===== src/rtl/comm_pkg.sv =====
// Shared types and constants for the UART word serializer.
package comm_pkg;

    localparam int unsigned BYTE_W = 8;
    localparam logic [BYTE_W-1:0] DEFAULT_HEADER_BYTE = 8'hA5;

    typedef enum logic [1:0] {
        IDLE  = 2'd0,
        LOAD  = 2'd1,
        START = 2'd2,
        WAIT  = 2'd3
    } state_e;

endpackage


===== src/rtl/tx_word_serializer_if.sv =====
// Buffer-side and UART-side handshake bundle of the word serializer.
interface tx_word_serializer_if #(
    parameter int unsigned WORD_BYTES = 16
);
    import comm_pkg::*;

    logic [WORD_BYTES*BYTE_W-1:0] din;
    logic                         buffer_empty;
    logic                         buffer_read;
    logic                         tx_done;
    logic                         tx_start;
    logic [BYTE_W-1:0]            dout;
    logic                         abort;
    logic                         busy;
    logic                         word_done;

    modport master (
        input  din, buffer_empty, tx_done, abort,
        output buffer_read, tx_start, dout, busy, word_done
    );

    modport slave (
        output din, buffer_empty, tx_done, abort,
        input  buffer_read, tx_start, dout, busy, word_done
    );

endinterface


===== src/rtl/tx_byte_shifter.sv =====
// Word shift register that hands out one byte at a time, MSB- or LSB-first.
// head is the byte at the front of the register as it will be after this edge.
module tx_byte_shifter
    import comm_pkg::*;
#(
    parameter int unsigned WORD_BYTES = 16,
    parameter int unsigned MSB_FIRST  = 1
) (
    input  logic                         clk,
    input  logic                         reset,
    input  logic                         load,
    input  logic                         shift,
    input  logic [WORD_BYTES*BYTE_W-1:0] din,
    output logic [BYTE_W-1:0]            head
);

    localparam int unsigned WORD_W = WORD_BYTES * BYTE_W;

    logic [WORD_W-1:0] sr_q;
    logic [WORD_W-1:0] sr_d;

    always_comb begin
        sr_d = sr_q;
        if (load) begin
            sr_d = din;
        end else if (shift) begin
            sr_d = (MSB_FIRST != 0) ? (sr_q << BYTE_W) : (sr_q >> BYTE_W);
        end
    end

    // Look-ahead head lets the caller register dout in the same edge as the load/shift
    assign head = (MSB_FIRST != 0) ? sr_d[WORD_W-1 -: BYTE_W] : sr_d[BYTE_W-1:0];

    always_ff @(posedge clk or posedge reset) begin
        if (reset) begin
            sr_q <= '0;
        end else begin
            sr_q <= sr_d;
        end
    end

endmodule


===== src/rtl/tx_word_serializer.sv =====
// Pops a wide word from the result buffer and streams it byte-wise to the UART,
// with optional header byte, selectable byte order and abort.
module tx_word_serializer
    import comm_pkg::*;
#(
    parameter int unsigned       WORD_BYTES  = 16,
    parameter int unsigned       MSB_FIRST   = 1,
    parameter int unsigned       HEADER_EN   = 0,
    parameter logic [BYTE_W-1:0] HEADER_BYTE = DEFAULT_HEADER_BYTE
) (
    input logic                  clk,
    input logic                  reset,
    tx_word_serializer_if.master bus
);

    localparam int unsigned HDR         = (HEADER_EN != 0) ? 1 : 0;
    localparam int unsigned FRAME_BYTES = WORD_BYTES + HDR;
    localparam int unsigned CTR_W       = (FRAME_BYTES > 1) ? $clog2(FRAME_BYTES) : 1;
    localparam logic [CTR_W-1:0] LAST_CTR = CTR_W'(FRAME_BYTES - 1);

    state_e            state_q, state_d;
    logic [CTR_W-1:0]  ctr_q, ctr_d;
    logic              tx_start_q, tx_start_d;
    logic              word_done_q, word_done_d;
    logic              busy_q, busy_d;
    logic [BYTE_W-1:0] dout_q, byte_d;
    logic              buf_read;
    logic              load, shift;
    logic              hdr_now;
    logic [BYTE_W-1:0] head;

    tx_byte_shifter #(
        .WORD_BYTES (WORD_BYTES),
        .MSB_FIRST  (MSB_FIRST)
    ) u_shifter (
        .clk   (clk),
        .reset (reset),
        .load  (load),
        .shift (shift),
        .din   (bus.din),
        .head  (head)
    );

    assign hdr_now = (HDR != 0) && (ctr_q == '0);

    always_comb begin
        state_d     = state_q;
        ctr_d       = ctr_q;
        load        = 1'b0;
        shift       = 1'b0;
        buf_read    = 1'b0;
        word_done_d = 1'b0;
        if (bus.abort) begin
            state_d = IDLE;
            ctr_d   = '0;
        end else begin
            case (state_q)
                IDLE: begin
                    // word_done_q holds off the pop so a new word starts two cycles after the last tx_done
                    if (!bus.buffer_empty && !word_done_q && !reset) begin
                        buf_read = 1'b1;
                        state_d  = LOAD;
                    end
                end
                LOAD: begin
                    load    = 1'b1;
                    ctr_d   = '0;
                    state_d = START;
                end
                START: state_d = WAIT;
                WAIT: begin
                    if (bus.tx_done) begin
                        if (ctr_q == LAST_CTR) begin
                            word_done_d = 1'b1;
                            state_d     = IDLE;
                        end else begin
                            ctr_d   = ctr_q + CTR_W'(1);
                            shift   = !hdr_now;
                            state_d = START;
                        end
                    end
                end
                default: state_d = IDLE;
            endcase
        end
        tx_start_d = (state_d == START);
        busy_d     = (state_d != IDLE);
        byte_d     = ((HDR != 0) && (ctr_d == '0)) ? HEADER_BYTE : head;
    end

    always_ff @(posedge clk or posedge reset) begin
        if (reset) begin
            state_q     <= IDLE;
            ctr_q       <= '0;
            tx_start_q  <= 1'b0;
            word_done_q <= 1'b0;
            busy_q      <= 1'b0;
            dout_q      <= '0;
        end else begin
            state_q     <= state_d;
            ctr_q       <= ctr_d;
            tx_start_q  <= tx_start_d;
            word_done_q <= word_done_d;
            busy_q      <= busy_d;
            if (tx_start_d) begin
                dout_q <= byte_d;
            end
        end
    end

    assign bus.buffer_read = buf_read;
    assign bus.tx_start    = tx_start_q;
    assign bus.word_done   = word_done_q;
    assign bus.busy        = busy_q;
    assign bus.dout        = dout_q;

endmodule


===== src/flat_wrapper.sv =====
// flat-port wrapper written by rule: the top's interface ports become plain ports
module tx_word_serializer_flat import comm_pkg::*;
#(
    parameter int unsigned       WORD_BYTES  = 16,
    parameter int unsigned       MSB_FIRST   = 1,
    parameter int unsigned       HEADER_EN   = 0,
    parameter logic [BYTE_W-1:0] HEADER_BYTE = DEFAULT_HEADER_BYTE
)
  (clk, reset, bus_din, bus_buffer_empty, bus_tx_done, bus_abort, bus_buffer_read, bus_tx_start, bus_dout, bus_busy, bus_word_done);
  tx_word_serializer_if #(.WORD_BYTES(WORD_BYTES)) bus_i ();
  input logic clk;
  input logic reset;
  input wire logic [$bits(bus_i.din)-1:0] bus_din;
  input wire logic [$bits(bus_i.buffer_empty)-1:0] bus_buffer_empty;
  input wire logic [$bits(bus_i.tx_done)-1:0] bus_tx_done;
  input wire logic [$bits(bus_i.abort)-1:0] bus_abort;
  output wire logic [$bits(bus_i.buffer_read)-1:0] bus_buffer_read;
  output wire logic [$bits(bus_i.tx_start)-1:0] bus_tx_start;
  output wire logic [$bits(bus_i.dout)-1:0] bus_dout;
  output wire logic [$bits(bus_i.busy)-1:0] bus_busy;
  output wire logic [$bits(bus_i.word_done)-1:0] bus_word_done;
  assign bus_i.din = bus_din;
  assign bus_i.buffer_empty = bus_buffer_empty;
  assign bus_i.tx_done = bus_tx_done;
  assign bus_i.abort = bus_abort;
  assign bus_buffer_read = bus_i.buffer_read;
  assign bus_tx_start = bus_i.tx_start;
  assign bus_dout = bus_i.dout;
  assign bus_busy = bus_i.busy;
  assign bus_word_done = bus_i.word_done;
  tx_word_serializer #(.WORD_BYTES(WORD_BYTES), .MSB_FIRST(MSB_FIRST), .HEADER_EN(HEADER_EN), .HEADER_BYTE(HEADER_BYTE)) u_core (.clk(clk), .reset(reset), .bus(bus_i));
endmodule

===== config.mk =====
export PLATFORM = sky130hd
export DESIGN_NAME = tx_word_serializer_flat
export DESIGN_NICKNAME = d
export VERILOG_FILES = /design/src/rtl/comm_pkg.sv /design/src/rtl/tx_word_serializer_if.sv /design/src/rtl/tx_byte_shifter.sv /design/src/rtl/tx_word_serializer.sv /design/src/flat_wrapper.sv
export SDC_FILE = /design/constraint.sdc
export NUM_CORES = 1
export LEC_CHECK = 0
export ABC_CLOCK_PERIOD_IN_PS = 5800
export CAP_MARGIN = 20
export CORE_ASPECT_RATIO = 0.5
export CORE_MARGIN = 5
export CORE_UTILIZATION = 35
export CTS_CLUSTER_DIAMETER = 200
export DETAILED_ROUTE_END_ITERATION = 7
export PLACE_DENSITY = 0.56
export REMOVE_ABC_BUFFERS = 1
export SYNTH_ARGS = -nofsm -noshare
export SYNTH_HDL_FRONTEND = slang
export SYNTH_SLANG_ARGS = --single-unit

===== constraint.sdc =====
create_clock -name clk -period 5.8 [get_ports clk]
set_input_delay 1.16 -clock clk [delete_from_list [all_inputs] [get_ports clk]]
set_output_delay 1.16 -clock clk [all_outputs]
set_load 0.02 [all_outputs]

==> results of run 1 <==
## critical path: stages
cell,delay [ns]
clkdlybuf4s50_1,0.77
nor4_1,0.46
clkdlybuf4s50_1,0.67
## synthesized netlist by cell type (2+ instances only)
cell / count
a211oi_1: 3
a221o_1: 108
and3_1: 109
buf_2: 27
buf_4: 3
buf_6: 6
clkbuf_1: 26
dfrtp_1: 137
inv_1: 13
nand2_1: 30
nand2b_1: 2
nand3_1: 14
nand4_1: 5
nor2_1: 3
nor3_1: 3
o21ai_0: 9
o311ai_0: 12
o31ai_1: 2
or3_1: 4
## state kept, by name, summed over array words and instances (netlist names)
signal / flops
u_core.ctr_q: 4
u_core.bus.word_done: 1
u_core.bus.dout: 8
u_core.state_q: 2
u_core.bus.tx_start: 1
u_core.bus.busy: 1
u_core.u_shifter.sr_q: 120
## cells in the final DEF (no fill, tap or decap), types with 2 or more instances in the layout
master / n
clkdlybuf4s50_1: 144
dfrtp_1: 137
and3_1: 109
a221o_1: 108
nand2_1: 30
clkbuf_16: 17
nand3_1: 13
inv_1: 12
o311ai_0: 12
o21ai_0: 9
buf_4: 6
nand4_1: 5
or3_1: 4
bufinv_16: 4
nor2_1: 3
a211oi_1: 3
nor3_1: 2
inv_6: 2
o31ai_1: 2
nand2b_1: 2
clkbuf_8: 2
clkinv_4: 2
clkinv_2: 2
clkinvlp_4: 2
## through the flow
stage / setup TNS (ns) / total power [W] / hold WS (ns) / instances
4_1_cts: 0 / 0.002971 / 0.5068 / 882
5_1_grt: 0 / 0.003083 / 0.5170 / 883
2_1_floorplan: -161.03 / 0.001572 / 0.4705 / 467
6_report: 0 / 0.002936 / 0.5029 / 883
3_5_place_dp: 0 / 0.001789 / 0.4857 / 852
3_3_place_gp: 0 / 0.001778 / 0.4863 / 852
## worst max-delay path by stage
stage	startpoint	endpoint	slack, ns	cells after the start
6_report	bus_abort	bus_buffer_read	1.58	3
2_1_floorplan	bus_abort	u_core.u_shifter.sr_q[100]$_DFFE_PP0P_	-1.48	3
5_1_grt	bus_abort	bus_buffer_read	1.53	3
3_3_place_gp	bus_abort	bus_buffer_read	1.60	3
3_5_place_dp	bus_abort	bus_buffer_read	1.61	3
4_1_cts	bus_abort	bus_buffer_read	1.58	3
## cell families after synthesis
kind of cell / share of synthesized area
buffers and inverters: 0.06120
adder cells (fa/ha/maj): 0.002033
AO/OA/AOI/OAI: 0.2151
flip-flops: 0.5571
AND/OR/NAND/NOR: 0.1645
## layer usage
metal / up-vias / track usage / routed length (um) / part of all wire
met5: - / 0 / 0 / 0
met3: 12 / 0.03308 / 773 / 0.045
li1: 2295 / - / - / -
met1: 2495 / 0.2424 / 8173 / 0.48
met2: 131 / 0.2457 / 7852 / 0.46
met4: 0 / 0.04912 / 191 / 0.011
## final cells by class
type,instances,area share
Sequential cell,137,0.4126
Multi-Input combinational cell,317,0.2860
Timing Repair Buffer,152,0.1846
Clock buffer,19,0.05451
Tap cell,234,0.03524
Clock inverter,11,0.02063
Inverter,13,0.006475
## where the power goes
group          switching, W  internal (W)
logic              0.000173      0.000294
registers          0.000121       0.00119
clock network      0.000420      0.000739
total              0.000713       0.00222
==> key figures, run 1 <==
Setup path
  • R2R cell count: 6
  • R2R Setup Slk: 3.07 ns
  • Worst setup SP type: input pin
  • CP required: 4.64 ns
  • Setup CP Type: in2out
  • Worst setup EP type: output pin
  • Crit path max fanout: 18
  • R2R Path End: u_core.u_shifter.sr_q[113]$_DFFE_PP0P_
  • CP arrival: 3.06 ns
  • Reg2reg start: u_core.ctr_q[0]$_DFFE_PP0P_

Clock network
  • # hold bufs at CTS: 0
  • CTS tree: built
  • Clk buf depth: 2
  • H-Tree Depth: 4
  • Post-CTS resize count: 0
  • Clk sinks: 137
  • CTS Root Cell: clkbuf_16
  • Clk slew on worst S/H paths: 0.06 ns
  • CTS Buf Count: 17
  • Post CTS Setup Buffer Count: 0
  • Worst-Skew Late Latency: 0.41 ns

Power and ir drop
  • Pwr Density: 353.3 mW/mm2
  • LEAKAGE: 3.914 nW
  • Peak supply drop: 0.0002001 V

Logic synthesis
  • FFs w/ async S/R, synth: 1.000
  • Synthesized area: 0.006153 mm2
  • Avg Inst Size Synth: 11.61 um2
  • Top cell type by total area after synthesis: dfrtp_1
  • Register area share after synthesis: 0.5571
  • Post-synthesis cell count: 530
  • FF+latch count, synth: 137
  • Post-synth top area share: 0.5571
  • Yosys warning count: 0
  • Ys flop type: dfrtp_1
  • Number of library cell types mapped by synthesis: 33
  • EDFF count, synth: 0
  • Top post-synthesis cells by area: dfrtp_1 56%, a221o_1 18%, and3_1 11%, buf_2 2.2%, nand2_1 1.8%

Min path
  • Destination of the worst hold path: u_core.u_shifter.sr_q[59]$_DFFE_PP0P_
  • Worst hold path stage count: 1
  • Min-delay worst type: reg2reg
  • Hold path start: u_core.u_shifter.sr_q[59]$_DFFE_PP0P_

Place
  • Pre-CTS setup slack: 1.607 ns
  • Post-DP Area: 0.007657 mm2
  • Routability cong.: 0.7142
  • Post-DP HPWL: 9.758 mm
  • PortBufs: 144

Floorplanning
  • Die ar.: 0.02049 mm2
  • Die Ht: 103.8 um
  • # rows: 34
  • Num ports: 145
  • Die Span X: 197.5 um
  • Core area: 0.01731 mm2
  • Initial Util: 0.3554

Timing
  • Final setup violating endpoints: 0
  • Final Hold Viols: 0
  • Max-slew headroom: 0.3115
  • Worst slew pin tran: 1.033 ns
  • RSZ-0062 raised after global routing: false
  • Final period util: 0.7282
  • Max Transition Viols Final: 0
  • Final Skew: 0.006884 ns
  • Clock period minus worst slack: 4.224 ns
  • FMAX: 0.2368 GHz
  • Setup ws final: 1.576 ns

Layout
  • Layout net count: 772
  • Layout area overhead: 35.03%
  • Fillers: 1582
  • Multi-input gate area: 0.002376 mm2
  • Post-route cell area: 0.008309 mm2
  • Share of cells above drive strength 1: 0.06934
  • Number of diodes: 0
  • Final design utilization: 0.4799
  • Seq. cell area: 0.003428 mm2

Drt
  • Routed WL: 16.99 mm
  • DR WL/cell: 19.24 um
  • Starting DRT DRC Count: 427
  • Via count: 4933
  • Drc violations: 0
  • Via/cell ratio: 5.587
  • First-pass iteration count of the detailed router: 6
  • ANT nets after route: 0

Flow run
  • Max_cap viols: 0

Global route
  • Largest net degree at the start of global routing: 137
  • Vias in the first global route: 5066
  • Total gr overflow: 0
  • Global-route wire length before repair: 27.58 mm
  • Total GRT Usage: 0.1648
  • Initial antenna violation count: 1

Outcome
  • Outcome: complete, no violations
No activity file was read; power rests on OpenSTA's default activity.
==> inputs of run 2 (changes only) <==
--- a/config.mk
+++ b/config.mk
@@ -5,7 +5,7 @@
 export SDC_FILE = /design/constraint.sdc
 export NUM_CORES = 1
 export LEC_CHECK = 0
-export ABC_CLOCK_PERIOD_IN_PS = 5800
+export ABC_CLOCK_PERIOD_IN_PS = 4200
 export CAP_MARGIN = 20
 export CORE_ASPECT_RATIO = 0.5
 export CORE_MARGIN = 5
==> constraint.sdc (replaced) <==
create_clock -name clk -period 4.2 [get_ports clk]
set_input_delay 0.84 -clock clk [delete_from_list [all_inputs] [get_ports clk]]
set_output_delay 0.84 -clock clk [all_outputs]
set_load 0.02 [all_outputs]
==> key figures, run 2 (synthesis gave the netlist of run 1 again) <==
Drt
  • Via count: 4930
  • Drc violations: 0
  • Met3 Routed Length: 788 um
  • Starting DRT DRC Count: 378
  • M1 wire length: 7.938 mm
  • DR WL/cell: 18.91 um
  • Top sig layer: met4
  • Via/cell ratio: 5.571
  • Routed WL: 16.73 mm
  • First-pass iteration count of the detailed router: 5
  • Met2 WL: 7.816 mm
  • ANT nets after route: 0

Layout
  • Number of diodes: 0
  • Share of cells above drive strength 1: 0.07220
  • Largest register FFs: 120
  • Register bank with the most flops: u_core.u_shifter.sr_q
  • Commonest cells after routing, fill and taps aside: 144 x clkdlybuf4s50_1, 137 x dfrtp_1, 109 x and3_1
  • Most common cell after layout, fill and taps aside: clkdlybuf4s50_1
  • Seq. cell area: 0.003428 mm2
  • Layout area overhead: 36.03%
  • Fillers: 1585
  • Layout net count: 773
  • Multi-input gate area: 0.002376 mm2

Floorplanning
  • Die Ht: 103.8 um
  • # rows: 34
  • Die Span X: 197.5 um
  • Num ports: 145
  • Die ar.: 0.02049 mm2
  • Core area: 0.01731 mm2
  • Initial Util: 0.3554

Clock network
  • Clk buf depth: 2
  • # hold bufs at CTS: 0
  • Clk slew on worst S/H paths: 0.06 ns
  • Post CTS Setup Buffer Count: 0
  • Post-CTS resize count: 0
  • Clk sinks: 137
  • Worst-Skew Late Latency: 0.41 ns
  • H-Tree Depth: 4
  • CTS Buf Count: 17
  • CTS tree: built
  • CTS Root Cell: clkbuf_16

Setup path
  • R2R cell count: 5
  • Reg2reg start: u_core.ctr_q[0]$_DFFE_PP0P_
  • CP required: 3.36 ns
  • R2R Setup Slk: 1.68 ns
  • Worst Setup SP: reset
  • R2R Path End: u_core.u_shifter.sr_q[82]$_DFFE_PP0P_
  • Worst setup EP type: output pin
  • Setup CP Type: in2out
  • Crit path capture: bus_buffer_read
  • Worst setup SP type: input pin
  • CP arrival: 2.56 ns
  • Crit path max fanout: 3

Outcome
  • Outcome: complete, no violations

Timing
  • Final setup violating endpoints: 0
  • Clock period minus worst slack: 3.398 ns
  • Final Skew: 0.01246 ns
  • RSZ-0062 raised after global routing: false
  • FMAX: 0.2943 GHz
  • Final Hold Viols: 0
  • Worst slew pin tran: 0.8063 ns
  • Final period util: 0.8091
  • Hold Slack: 0.5019 ns
  • Setup ws final: 0.8016 ns
  • Max-slew headroom: 0.4625
  • Max Transition Viols Final: 0

Power and ir drop
  • Seq pwr share: 0.438
  • Overall power: 0.004122 W
  • LEAKAGE: 3.934 nW
  • Pwr Density: 492.5 mW/mm2
  • Sw Share: 0.2361
  • NetSw: 0.0009734 W
  • P_int: 0.003149 W
  • Comb power frac: 0.157
  • Peak supply drop: 0.0002981 V
  • Clk pwr share: 0.405

Place
  • Routability cong.: 0.7329
  • PortBufs: 144
  • Pre-CTS setup slack: 0.8116 ns
  • Post-DP HPWL: 9.852 mm

Global route
  • Vias in the first global route: 5012
  • Global-route wire length before repair: 27.20 mm
  • Total GRT Usage: 0.1615
  • Largest net degree at the start of global routing: 137
  • Total gr overflow: 0
  • Initial antenna violation count: 0

Min path
  • Min-delay worst type: reg2reg

Flow run
  • Max_cap viols: 0
-- run 2: cell types whose count changed in the layout (fill, tap and decap cells not counted) --
cell and delta:
buf_12 +3, buf_16 -1, buf_4 -1, bufinv_16 +1, clkbuf_8 +1, clkinv_2 -1
clkinv_4 -1, clkinvlp_4 +2, inv_6 -1
-- run 2: final cells by class --
type,instances,area share
Clock inverter,11,0.02317
Tap cell,234,0.03498
Clock buffer,20,0.05575
Sequential cell,137,0.4096
Timing Repair Buffer,153,0.1862
Inverter,13,0.006428
Multi-Input combinational cell,317,0.2839
-- run 2: power by group through the flow --
stage	combinational [W]	clock, W	sequential, W
floorplan	0.000364	0	0.00181
finish	0.000646	0.00167	0.00181
global route	0.000710	0.00176	0.00185
global placement	0.000641	0	0.00182
detailed placement	0.000654	0	0.00182
CTS	0.000658	0.00171	0.00180
-- run 2: stage by stage --
stage | util | std cells | setup TNS [ns] | area [um2]
after floorplan | - | 467 | -363.43 | 5826
after global placement | 0.4453 | 854 | 0 | 7710
after detailed placement | 0.4453 | 854 | 0 | 7710
after CTS | 0.4835 | 885 | 0 | 8371
after global routing | 0.4835 | 885 | 0 | 8371
final | 0.4835 | 885 | 0 | 8371
-- run 2: worst min-delay path by stage --
stage                                                       from                                      to  slack [ns]  cells after the start
final                      u_core.u_shifter.sr_q[29]$_DFFE_PP0P_   u_core.u_shifter.sr_q[29]$_DFFE_PP0P_        0.50                      1
after global routing       u_core.u_shifter.sr_q[17]$_DFFE_PP0P_   u_core.u_shifter.sr_q[17]$_DFFE_PP0P_        0.52                      1
after CTS                  u_core.u_shifter.sr_q[74]$_DFFE_PP0P_   u_core.u_shifter.sr_q[74]$_DFFE_PP0P_        0.51                      1
after detailed placement   u_core.u_shifter.sr_q[10]$_DFFE_PP0P_   u_core.u_shifter.sr_q[10]$_DFFE_PP0P_        0.49                      1
after global placement     u_core.u_shifter.sr_q[15]$_DFFE_PP0P_   u_core.u_shifter.sr_q[15]$_DFFE_PP0P_        0.49                      1
after floorplan           u_core.u_shifter.sr_q[100]$_DFFE_PP0P_  u_core.u_shifter.sr_q[100]$_DFFE_PP0P_        0.47                      1
-- run 2: layer usage --
metal	vias to the layer above	track usage
li1	2298	-
met2	122	0.2428
met5	-	0
met1	2497	0.2374
met4	0	0.04420
met3	13	0.03276
-- run 2: critical path, stage by stage --
cell and delay, ns:
clkdlybuf4s50_1 0.48, or3_1 0.38, nor4_1 0.20, clkdlybuf4s50_1 0.67
